**config.mk**
```make
export PLATFORM = sky130hd
export DESIGN_NAME = branch_predictor
export DESIGN_NICKNAME = d
export VERILOG_FILES = /design/src/rtl/bp_pkg.sv /design/src/rtl/bp_counter_table.sv /design/src/rtl/branch_predictor.sv
export SDC_FILE = /design/constraint.sdc
export NUM_CORES = 2
export LEC_CHECK = 0
export CORE_UTILIZATION = 30
export DETAILED_ROUTE_END_ITERATION = 6
export MAX_ROUTING_LAYER = met4
export PLACE_DENSITY = 0.53
export SLEW_MARGIN = 30
export SYNTH_ARGS = -nofsm -noshare
export SYNTH_HDL_FRONTEND = slang
export SYNTH_SLANG_ARGS = --single-unit
```
**constraint.sdc**
```tcl
create_clock -name clk -period 60.5 [get_ports clk]
set_input_delay 12.1 -clock clk [delete_from_list [all_inputs] [get_ports clk]]
set_output_delay 12.1 -clock clk [all_outputs]
set_load 0.02 [all_outputs]
```
**src/rtl/bp_pkg.sv**
```systemverilog
// Shared types for the branch predictor: 2-bit saturating counters and the init/run FSM states.
package bp_pkg;

  typedef enum logic [1:0] {
    SNT = 2'b00,
    WNT = 2'b01,
    WT  = 2'b10,
    ST  = 2'b11
  } cnt_t;

  localparam cnt_t CNT_INIT = WNT;

  typedef enum logic {
    INIT = 1'b0,
    RUN  = 1'b1
  } bp_state_t;

  function automatic cnt_t sat_update(cnt_t cnt, logic taken);
    if (taken) begin
      return (cnt == ST) ? ST : cnt_t'(cnt + 2'd1);
    end
    return (cnt == SNT) ? SNT : cnt_t'(cnt - 2'd1);
  endfunction

endpackage

```
**src/rtl/bp_counter_table.sv**
```systemverilog
// Counter array: one registered lookup read, one combinational update read, one write port.
module bp_counter_table
  import bp_pkg::*;
#(
  parameter int unsigned INDEX_BITS = 10
) (
  input  logic                  clk,
  input  logic                  lookup_clr,
  input  logic [INDEX_BITS-1:0] lookup_idx,
  output cnt_t                  lookup_cnt,
  input  logic [INDEX_BITS-1:0] upd_idx,
  output cnt_t                  upd_cnt,
  input  logic                  we,
  input  logic [INDEX_BITS-1:0] widx,
  input  cnt_t                  wdata
);

  localparam int unsigned Depth = 1 << INDEX_BITS;

  cnt_t mem_q [Depth];
  cnt_t lookup_cnt_q;

  // Lookup register reads the array before this edge's write lands (read-before-write).
  always_ff @(posedge clk) begin
    if (lookup_clr) begin
      lookup_cnt_q <= SNT;
    end else begin
      lookup_cnt_q <= mem_q[lookup_idx];
    end
    if (we) begin
      mem_q[widx] <= wdata;
    end
  end

  assign lookup_cnt = lookup_cnt_q;
  assign upd_cnt    = mem_q[upd_idx];

endmodule

```
**src/rtl/branch_predictor.sv**
```systemverilog
// Bimodal branch direction predictor with init sweep; gshare indexing when
// BRANCH_PREDICTOR_GSHARE_EN is defined.
module branch_predictor
  import bp_pkg::*;
#(
  parameter int unsigned INDEX_BITS = 10,
  parameter int unsigned GHR_BITS   = 8
) (
  input  logic                  clk,
  input  logic                  rst,
  input  logic [31:0]           lookup_pc,
  output logic                  prediction,
  output logic [INDEX_BITS-1:0] pred_index,
  input  logic                  upd_valid,
  input  logic [INDEX_BITS-1:0] upd_index,
  input  logic                  upd_taken,
  output logic                  ready
);

  bp_state_t             state_q, state_d;
  logic [INDEX_BITS-1:0] init_cnt_q, init_cnt_d;
  logic [INDEX_BITS-1:0] pred_index_q;
  logic [INDEX_BITS-1:0] lookup_idx;
  logic                  train;
  logic                  tbl_we;
  logic [INDEX_BITS-1:0] tbl_widx;
  cnt_t                  tbl_wdata;
  cnt_t                  upd_cnt;
  cnt_t                  lookup_cnt;
  logic                  unused_pc;

  assign unused_pc = ^{lookup_pc[31:INDEX_BITS+2], lookup_pc[1:0]};
  assign train     = !rst && (state_q == RUN) && upd_valid;

`ifdef BRANCH_PREDICTOR_GSHARE_EN
  logic [GHR_BITS-1:0]   ghr_q;
  logic [INDEX_BITS-1:0] ghr_ext;

  always_comb begin
    ghr_ext = '0;
    ghr_ext[GHR_BITS-1:0] = ghr_q;
  end

  // History is shifted only by resolved branches, so it never needs repair.
  always_ff @(posedge clk) begin
    if (rst) begin
      ghr_q <= '0;
    end else if (train) begin
      ghr_q <= {ghr_q[GHR_BITS-2:0], upd_taken};
    end
  end

  assign lookup_idx = lookup_pc[INDEX_BITS+1:2] ^ ghr_ext;
`else
  assign lookup_idx = lookup_pc[INDEX_BITS+1:2];
`endif

  always_comb begin
    state_d    = state_q;
    init_cnt_d = init_cnt_q;
    unique case (state_q)
      INIT: begin
        init_cnt_d = init_cnt_q + INDEX_BITS'(1);
        if (init_cnt_q == '1) begin
          state_d = RUN;
        end
      end
      RUN:     state_d = RUN;
      default: state_d = INIT;
    endcase
  end

  always_ff @(posedge clk) begin
    if (rst) begin
      state_q      <= INIT;
      init_cnt_q   <= '0;
      pred_index_q <= '0;
    end else begin
      state_q      <= state_d;
      init_cnt_q   <= init_cnt_d;
      pred_index_q <= lookup_idx;
    end
  end

  // The init sweep owns the write port; training only gets it once in RUN.
  always_comb begin
    tbl_we    = 1'b0;
    tbl_widx  = upd_index;
    tbl_wdata = sat_update(upd_cnt, upd_taken);
    if (!rst && (state_q == INIT)) begin
      tbl_we    = 1'b1;
      tbl_widx  = init_cnt_q;
      tbl_wdata = CNT_INIT;
    end else if (train) begin
      tbl_we = 1'b1;
    end
  end

  bp_counter_table #(
    .INDEX_BITS(INDEX_BITS)
  ) u_table (
    .clk       (clk),
    .lookup_clr(rst || (state_q == INIT)),
    .lookup_idx(lookup_idx),
    .lookup_cnt(lookup_cnt),
    .upd_idx   (upd_index),
    .upd_cnt   (upd_cnt),
    .we        (tbl_we),
    .widx      (tbl_widx),
    .wdata     (tbl_wdata)
  );

  assign prediction = lookup_cnt[1];
  assign pred_index = pred_index_q;
  assign ready      = (state_q == RUN);

endmodule
```
# Word-level counts from Yosys, hierarchy flattened
# Memory sizes are Yosys's and may differ from the RTL's. A register that Yosys moved wholly into a read port is not among the register bits.
# Cells that the tools add are included.
totals:
  mem_count: 1
  ram_bits: 2048
  inputBits: 46
  output_inout_bits: 12
  ff_bits: 21
  wordCells: 29
memory_table:
  columns: ["memory", "depth", "width", "rd", "rd_clocked_by_memory_dff", "wr", "line_no", "rtl"]
  rows:
  - ["u_table.mem_q", 1024, 2, 2, 1, 1, "bp_counter_table.sv:20", "cnt_t mem_q [Depth];"]
classes:
  eq_ne: 2
  n_bitwise: 1
  reduce_logical: 6
  addsub: 3
  mux: 13
ops:
  columns: ["cell", "count"]
  rows:
  - ["$add 10x1->10 const B", 1]
  - ["$eq 10x10->1 const B", 1]
  - ["$mux 10", 1]
  - ["$mux 2", 5]
  - ["$mux 1", 6]
  - ["$logic_and 1x1->1", 3]
  - ["$add 2x1->2 const B", 1]
  - ["$eq 2x2->1 const B", 1]
  - ["$logic_not 2->1", 1]
  - ["$pmux 1 s2", 1]
  - ["$sub 2x1->2 const B", 1]
  - ["$logic_not 1->1", 1]
  - ["$logic_or 1x1->1", 1]
  - ["$not 1->1", 1]

# Longest topological paths before layout
depth:
  depth_word: 7
  ltp_mapped: 15
  depth_no_buf: 9

# Hierarchy
# Synthesis repeated with hierarchy kept, for this count alone.
unflattened:
  hier_cells: 6141
  hier_area_um2: 101372.2
modules_own_cells:
  columns: ["module", "instances", "cells_per_inst", "seq_area_each_um2", "area_each_um2"]
  rows:
  - ["bp_counter_table", 1, 6046, 61539.0, 100415.1]
  - ["branch_predictor", 1, 95, 420.4, 957.2]

# Least setup slack after synthesis
# Ideal clock, no wire load.
synth_timing:
  kind: "input -> register"
  from: "in upd_index[0]"
  to: "mem u_table.mem_q[0][1] (netlist name) (data pin)"
  required_time_ps: 54771
  setup_time_ps: 5729
  setup_slack_ps: 12875
  path_buffers: 4
  cell_stages: 12
  t_arrival_ps: 41896
  cell_sequence: "buf_6 > buf_8 > buf_8 > buf_4 > nor2b_1 > a221oi_1 > o211ai_1 > a32oi_1 > o31a_1 > o311ai_0 > a22oi_1 > o22ai_1"
synth_via:
  elab_chain_len: 6
  word_cells_on_any_way: 10
  cone_classes: "add/sub: 2; eq/ne: 1; mux: 5; reduce/logical: 1; memory: 1"
synth_rtl:
  columns: ["element", "line_no", "rtl"]
  rows:
  - ["start: declaration", "branch_predictor.sv:15", "input logic [INDEX_BITS-1:0] upd_index,"]
  - ["$mem_v2 1024x2 *", null, null]
  - ["$add 2x1->2 or $eq 2x2->1 (tied branches)", "bp_pkg.sv:20", "return (cnt == ST) ? ST : cnt_t'(cnt + 2'd1);"]
  - ["$mux 2", "bp_pkg.sv:20", null]
  - ["$mux 2", "bp_pkg.sv:19", "if (taken) begin"]
  - ["$mux 2 *", "bp_pkg.sv:22", "return (cnt == SNT) ? SNT : cnt_t'(cnt - 2'd1);"]
  - ["$mux 2 *", "branch_predictor.sv:90", "if (!rst && (state_q == INIT)) begin"]
  - ["net tbl_wdata[1]", "branch_predictor.sv:27", "cnt_t tbl_wdata;"]
  - ["end: declaration", "bp_counter_table.sv:20", null]
# The timed path passes the listed nets; every way through them passes the cells marked *. The select of a mux whose other input is x is not followed.

# Final worst setup path
layout_timing:
  from: "in upd_index[0]"
  to: "mem u_table.mem_q[480][1] (netlist name) (data pin)"
# The elaborated chain is that of the path after synthesis.

==> results.yml <==
floorplan:
  die_area_mm2: 0.3121
  row_count: 204
  coreArea_mm2: 0.3086
  initial_core_util_pct: 30.13
  boundaryPins: 58
  die_x_um: 558.7
  die_h_um: 558.7
worst_setup_path:
  worstPathRequired_ps: 61030
  cp.buffers_inverters: 7
  crit_path_cell_trace: "buf_8 > buf_12 > buf_12 > buf_4 > mux4_2 > nor3_1 > nor4_1 > nand4_1 > o311a_1 > o21ai_0 > nand4_1 > o22ai_4 > buf_4 > buf_4 > buf_6"
  slowest_stage: "buf_4"
  cpMostUsedCell: "buf_4"
  critPathArrivalTime_ps: 20640
  critPathLaunch: "upd_index[0]"
  r2r_end: "u_table.mem_q[480][1]"
  endpoint_kind: "flip-flop"
  worstSetupStartpointType: "input pin"
  rr_startpoint: "u_table.mem_q[93][1]"
  r2r_cells: 12
  crit_type: "input pin to flip-flop"
  cp_max_fo: 108
  ff2ff_setup_slack_ps: 54020
  crit_family: "buffers and inverters"
  max_stage_delay_ps: 800
sta:
  tightest_slew_ps: 1131
  maxSlewHeadroom_pct: 24.27
  fmax_ghz: 0.04973
  timing.final.ws_setup_ps: 40390
  slew_violations: 0
  tns_ps: 0
  whs_ps: 559.8
  min_period_ps: 20110
  finalHoldViolCount: 0
  period_share_pct: 33.24
  setup_violations: 0
  rsz0062_at_grt: "no"
  finClkSkew_ps: 58.30
logic_synthesis:
  yosys.area_share.simple_pct: 6.662
  syn_avg_cell_area_um2: 17.12
  yosysUniqueCellTypes: 80
  synth_area_mm2: 0.09297
  ys_async_sr_fraction_pct: 0
  ys_seq_area_share_pct: 66.63
  syn_nets: 5478
  synth_top_family_by_area: "multiplexers"
  syn_inst: 5431
  ys_seq_elements: 2070
  synth_compound_area_share_pct: 2.794
  synth_mux_area_share_pct: 21.28
  synth_fa_ha_area_share_pct: 0.01346
  synth-edff-count: 2048
  synth-main-ff-cell: "edfxtp_1"
  synthXorXnorAreaFrac_pct: 0.08479
  yosysWarnings: 0
power:
  netSwitchingFraction_pct: 23.62
  power_frac_clock_pct: 40.9
  p_switching_mw: 0.7550
  pwr-share-seq_pct: 50.8
  power_density_mw_per_mm2: 30.50
  ir_drop_mv: 0.02429
  total_power_mw: 3.197
  internal-power_mw: 2.442
  p_leak_nw: 31.18
  p_comb_share_pct: 8.3
drt:
  drtPass1Iterations: 6
  avgViaCountPerCell: 5.661
  wire_per_inst_um: 32.01
  drt-initial-drc-count: 7418
  vias: 54689
  routed_wl_mm: 309.2
  drc: 0
  antenna_left: 0
layout:
  finalNonFillerCells: 9660
  drive_gt1_share_pct: 24.74
  multi_input_area_mm2: 0.02913
  area_growth_pct: 12.74
  utilization_pct: 33.96
  fin_area_mm2: 0.1048
  nFillCells: 29172
  layout.nets: 5406
  seq_area_mm2: 0.06194
cts:
  clockBufferDepth: 3
  cts_resized: 0
  post-cts-setup-buffer-count: 0
  cts-hold-fix-buffers: 0
  clock-sinks: 2070
  cts_tree: "built"
  clkSlewWorstSetupHoldPaths_ps: 60
  clock_latency_ps: 870
  cts_htree_levels: 4
  cts_made_buffers: 211
  cts_root_buf: "clkbuf_16"
worst_hold_path:
  min_from: "init_cnt_q[7]"
  hold_end: "init_cnt_q[7]"
  whs_path_depth: 2
  hold_class: "flip-flop to flip-flop"
global_routing:
  overflow: 0
  grt_pass1_vias: 54263
  grt_max_degree: 257
  grt_pass1_wl_mm: 429.9
  grt_use_total_pct: 20.16
  grt_antenna_before_repair: 22
job:
  max-cap-violations: 0
placement:
  dp.cells: 9264
  hpwl_mm: 178.5
  gp_congestion: 0.8572
  dp_slack_ps: 39310
  portBuffers: 35
  placed_area_mm2: 0.09793
outcome:
  status: "finished clean"
## cells in the mapped netlist (6+ instances only)
cell type,n,share of area (%)
inv_1,9,0.036
a21oi_1,70,0.38
mux2i_1,167,1.8
buf_4,37,0.30
a221oi_1,10,0.094
o31ai_1,7,0.057
xor2_1,6,0.057
nor3_1,27,0.15
or2_2,12,0.081
nand3b_1,7,0.057
a31oi_1,16,0.11
o221ai_1,39,0.37
mux4_2,784,19
mux4_1,6,0.17
clkbuf_1,263,1.1
nor2b_1,26,0.17
buf_8,10,0.16
nand2_1,198,0.80
o211ai_1,10,0.081
o21ai_0,40,0.22
mux2_2,26,0.31
buf_6,24,0.29
and3_1,15,0.10
nand3_1,56,0.30
nand4_1,20,0.13
a211oi_1,13,0.10
a22oi_1,54,0.44
buf_1,57,0.23
nor4_1,8,0.054
o311a_1,6,0.065
edfxtp_1,2048,66
nand2b_1,18,0.12
dfxtp_1,22,0.47
nor2_1,1087,4.4
buf_2,83,0.45
and2_1,9,0.061
o22ai_1,36,0.24
or3_1,7,0.047
## worst min-delay path: cells and delay by family (launching register included)
| family | cells | cell delay, ps |
|---|---|---|
| flops | 1 | 370 |
| simple gates | 1 | 70 |
| xor+xnor | 1 | 80 |
## kinds of logic after synthesis
logic type               count (synthesis)
multiplexers                           983
AO/OA/AOI/OAI                          369
flip-flops                            2070
buffers and inverters                  487
XOR/XNOR                                 9
AND/OR/NAND/NOR                       1512
adder cells (fa/ha/maj)                  1
## power groups by stage
stage	combinational [mW]	sequential (mW)	clock [mW]
6_report	0.265	1.62	1.31
5_1_grt	0.276	1.62	1.37
4_1_cts	0.263	1.62	1.32
3_5_place_dp	0.263	1.65	0
3_3_place_gp	0.259	1.65	0
2_1_floorplan	0.150	1.78	0
## how the worst max path moves through the flow
stage	endpoint	cells after the start
floorplan	u_table.mem_q[0][1]	12
global route	u_table.mem_q[480][1]	15
global placement	u_table.mem_q[502][1]	16
finish	u_table.mem_q[480][1]	15
CTS	u_table.mem_q[466][0]	15
detailed placement	u_table.mem_q[484][0]	15
## state kept, by name (all words and copies together) (netlist names)
register	cells
init_cnt_q	10
u_table.lookup_cnt	1
ready	1
u_table.mem_q	2048
pred_index	10
## layout by cell type, fill, tap and decap left out, types with 8 or more instances in the layout
master / Yosys / final
a211oi_1: 13 / 13
a21oi_1: 70 / 68
a221oi_1: 10 / 10
a22oi_1: 54 / 54
a31oi_1: 16 / 16
and2_1: 9 / 9
and3_1: 15 / 15
buf_12: 0 / 12
buf_4: 37 / 134
buf_6: 24 / 11
bufinv_16: 0 / 19
clkbuf_1: 263 / 50
clkbuf_16: 0 / 217
clkdlybuf4s50_1: 0 / 21
clkinv_1: 3 / 34
clkinv_2: 0 / 44
clkinvlp_4: 0 / 8
dfxtp_1: 22 / 22
diode_2: 0 / 11
edfxtp_1: 2048 / 2048
inv_1: 9 / 9
mux2_2: 26 / 26
mux2i_1: 167 / 167
mux4_2: 784 / 784
nand2_1: 198 / 163
nand2_2: 0 / 19
nand2_4: 0 / 11
nand2b_1: 18 / 17
nand3_1: 56 / 47
nand3_4: 0 / 9
nand4_1: 20 / 20
nor2_1: 1087 / 1080
nor2b_1: 26 / 21
nor3_1: 27 / 24
o211ai_1: 10 / 10
o21ai_0: 40 / 39
o221ai_1: 39 / 39
o22ai_1: 36 / 35
or2_2: 12 / 9
## per-layer routing
layer	GRT usage, %	up-vias	routed length [um]
met3	3.773	445	27810
met4	5.799	0	8956
met1	26.90	29595	126500
met5	-	-	0
li1	-	21653	-
met2	31.35	2996	146000
## final cells by class
cell class | count | area share [%]
antenna | 11 | 0.02626
clock buffer | 271 | 5.412
clock inverter | 112 | 1.054
inverter | 12 | 0.04894
multi-input combinational | 2874 | 27.79
sequential | 2070 | 59.10
tap | 4120 | 4.918
timing repair buffer | 190 | 1.656
No activity file was read; power rests on OpenSTA's default activity.
==> RTL change: new RTL, same settings <==
`INDEX_BITS` is set to 10 in 2 places; all go to 9.
--- a/src/rtl/bp_counter_table.sv
+++ b/src/rtl/bp_counter_table.sv
@@ -3,5 +3,5 @@
   import bp_pkg::*;
 #(
-  parameter int unsigned INDEX_BITS = 10
+  parameter int unsigned INDEX_BITS = 9
 ) (
   input  logic                  clk,
--- a/src/rtl/branch_predictor.sv
+++ b/src/rtl/branch_predictor.sv
@@ -4,5 +4,5 @@
   import bp_pkg::*;
 #(
-  parameter int unsigned INDEX_BITS = 10,
+  parameter int unsigned INDEX_BITS = 9,
   parameter int unsigned GHR_BITS   = 8
 ) (
Ports: changed (resized pred_index and upd_index); port bits go from 58 to 56. No check against the original RTL was run, so the function may have changed too.
==> RTL change against the unedited design <==
  * The flow now finishes with violations (DRC)
  * Register-to-register slack better by 1.3 ns
  * Clock power shrank 47%
  * Sequential cell count shrank 1026
  * Wire length down 55%
  * Sequential power down 50%
  * Design area decreased by 49%
  * Via count is 50% lower
  * Area after synthesis decreased by 49%
  * Count of clock-buffer cells in the layout shrank 140
  * Power shrank 49%
  * Setup slack better by 0.88 ns
  * Largest cell class unchanged
  * Largest power group unchanged
==> RTL change: results (changes against the unedited design) <==
Outcome -> complete, but fails checks (was complete, no violations)
Violated checks -> DRC
Worst-path maximum fanout -> 223 (was 108)
Buffers excl. clock -> 85 (was 190)
DR iter-0 viols -> 2964 (was 7418)
Register area share after synthesis -> 66.2% (was 66.6%)
Largest net degree at the start of global routing -> 224 (was 257)
Clock share of power -> 42.1% (was 40.9%)
Max FFs per register -> 1024 (was 2048)
Die ar. -> 158000 µm² (was 312000 µm²)
Met3 usage -> 2.78% (was 3.77%)
Worst vdd ir -> 0.0209 mV (was 0.0243 mV)
Met2 wire len -> 65900 µm (was 146000 µm)
Detailed Routing Iterations Pass 1 -> 7 (was 6)
Overall routed net length -> 138000 µm (was 309000 µm)
Footprint of the multi-input gates -> 14900 µm² (was 29100 µm²)
H-Tree Depth -> 3 (was 4)
# clk buffers -> 131 (was 271)
Clock-cell share of area -> 6.89% (was 6.47%)
#MultiIn Comb -> 1634 (was 2874)
Clk_skew -> 0.0263 ns (was 0.0583 ns)
HPWL Detailed -> 79400 µm (was 179000 µm)
Relative max-transition margin -> 32.1% (was 24.3%)
Int Pwr -> 1.26 mW (was 2.44 mW)
Power Density -> 30.8 nW/µm² (was 30.5 nW/µm²)
Sequential cell area share -> 58.6% (was 59.1%)
DRC -> 1 (was 0)
Num CTS Buffers -> 112 (was 211)
Initial antenna violation count -> 4 (was 22)
Worst Hold Path EP -> init_cnt_q[5]$_SDFFE_PP0N_ (was init_cnt_q[7]$_SDFFE_PP0N_)
RR Startpoint -> u_table.mem_q[115][0]$_DFFE_PP_ (was u_table.mem_q[93][1]$_DFFE_PP_)
Synth Net Count -> 2973 (was 5478)
Combinational power share -> 8.0% (was 8.3%)
Worst Setup EP -> u_table.mem_q[277][0]$_DFFE_PP_ (was u_table.mem_q[480][1]$_DFFE_PP_)
Vias in the first global route -> 28.0k (was 54.3k)
Vias -> 27.5k (was 54.7k)
Final nets -> 2928 (was 5406)
Clock Sinks -> 1044 (was 2070)
Worst-Skew Late Latency -> 0.70 ns (was 0.87 ns)
Synth area leaders -> edfxtp_1, mux4_2, mux2i_1, nor2_1, o221ai_1 (was edfxtp_1, mux4_2, nor2_1, mux2i_1, clkbuf_1)
RTL change: logic make-up after synthesis:
| kind of cell | synth area share, % |
|---|---|
| flip-flops | 66.2 |
| multiplexers | 19.9 |
| adder cells (fa/ha/maj) | 0.0745 |
| AO/OA/AOI/OAI | 4.66 |
| XOR/XNOR | 0.0931 |
| buffers and inverters | 2.34 |
| AND/OR/NAND/NOR | 6.71 |
RTL change: critical path, stage by stage:
cell	delay [ns]
buf_8	0.63
buf_12	0.62
buf_4	0.83
buf_12	0.58
mux2i_1	0.16
o221ai_1	0.37
a21oi_1	0.17
a2111oi_0	0.69
nand3_1	0.19
o32ai_1	0.50
a2111o_1	0.23
a21oi_1	0.11
o21ai_4	0.53
buf_12	0.73
buf_4	0.72
RTL change: metrics by stage:
step,instances,worst slack [ns]
after floorplan,2926,22.39
after global placement,4809,40.24
after detailed placement,4811,40.28
after CTS,5016,41.03
after global routing,5016,40.87
final,5016,41.27
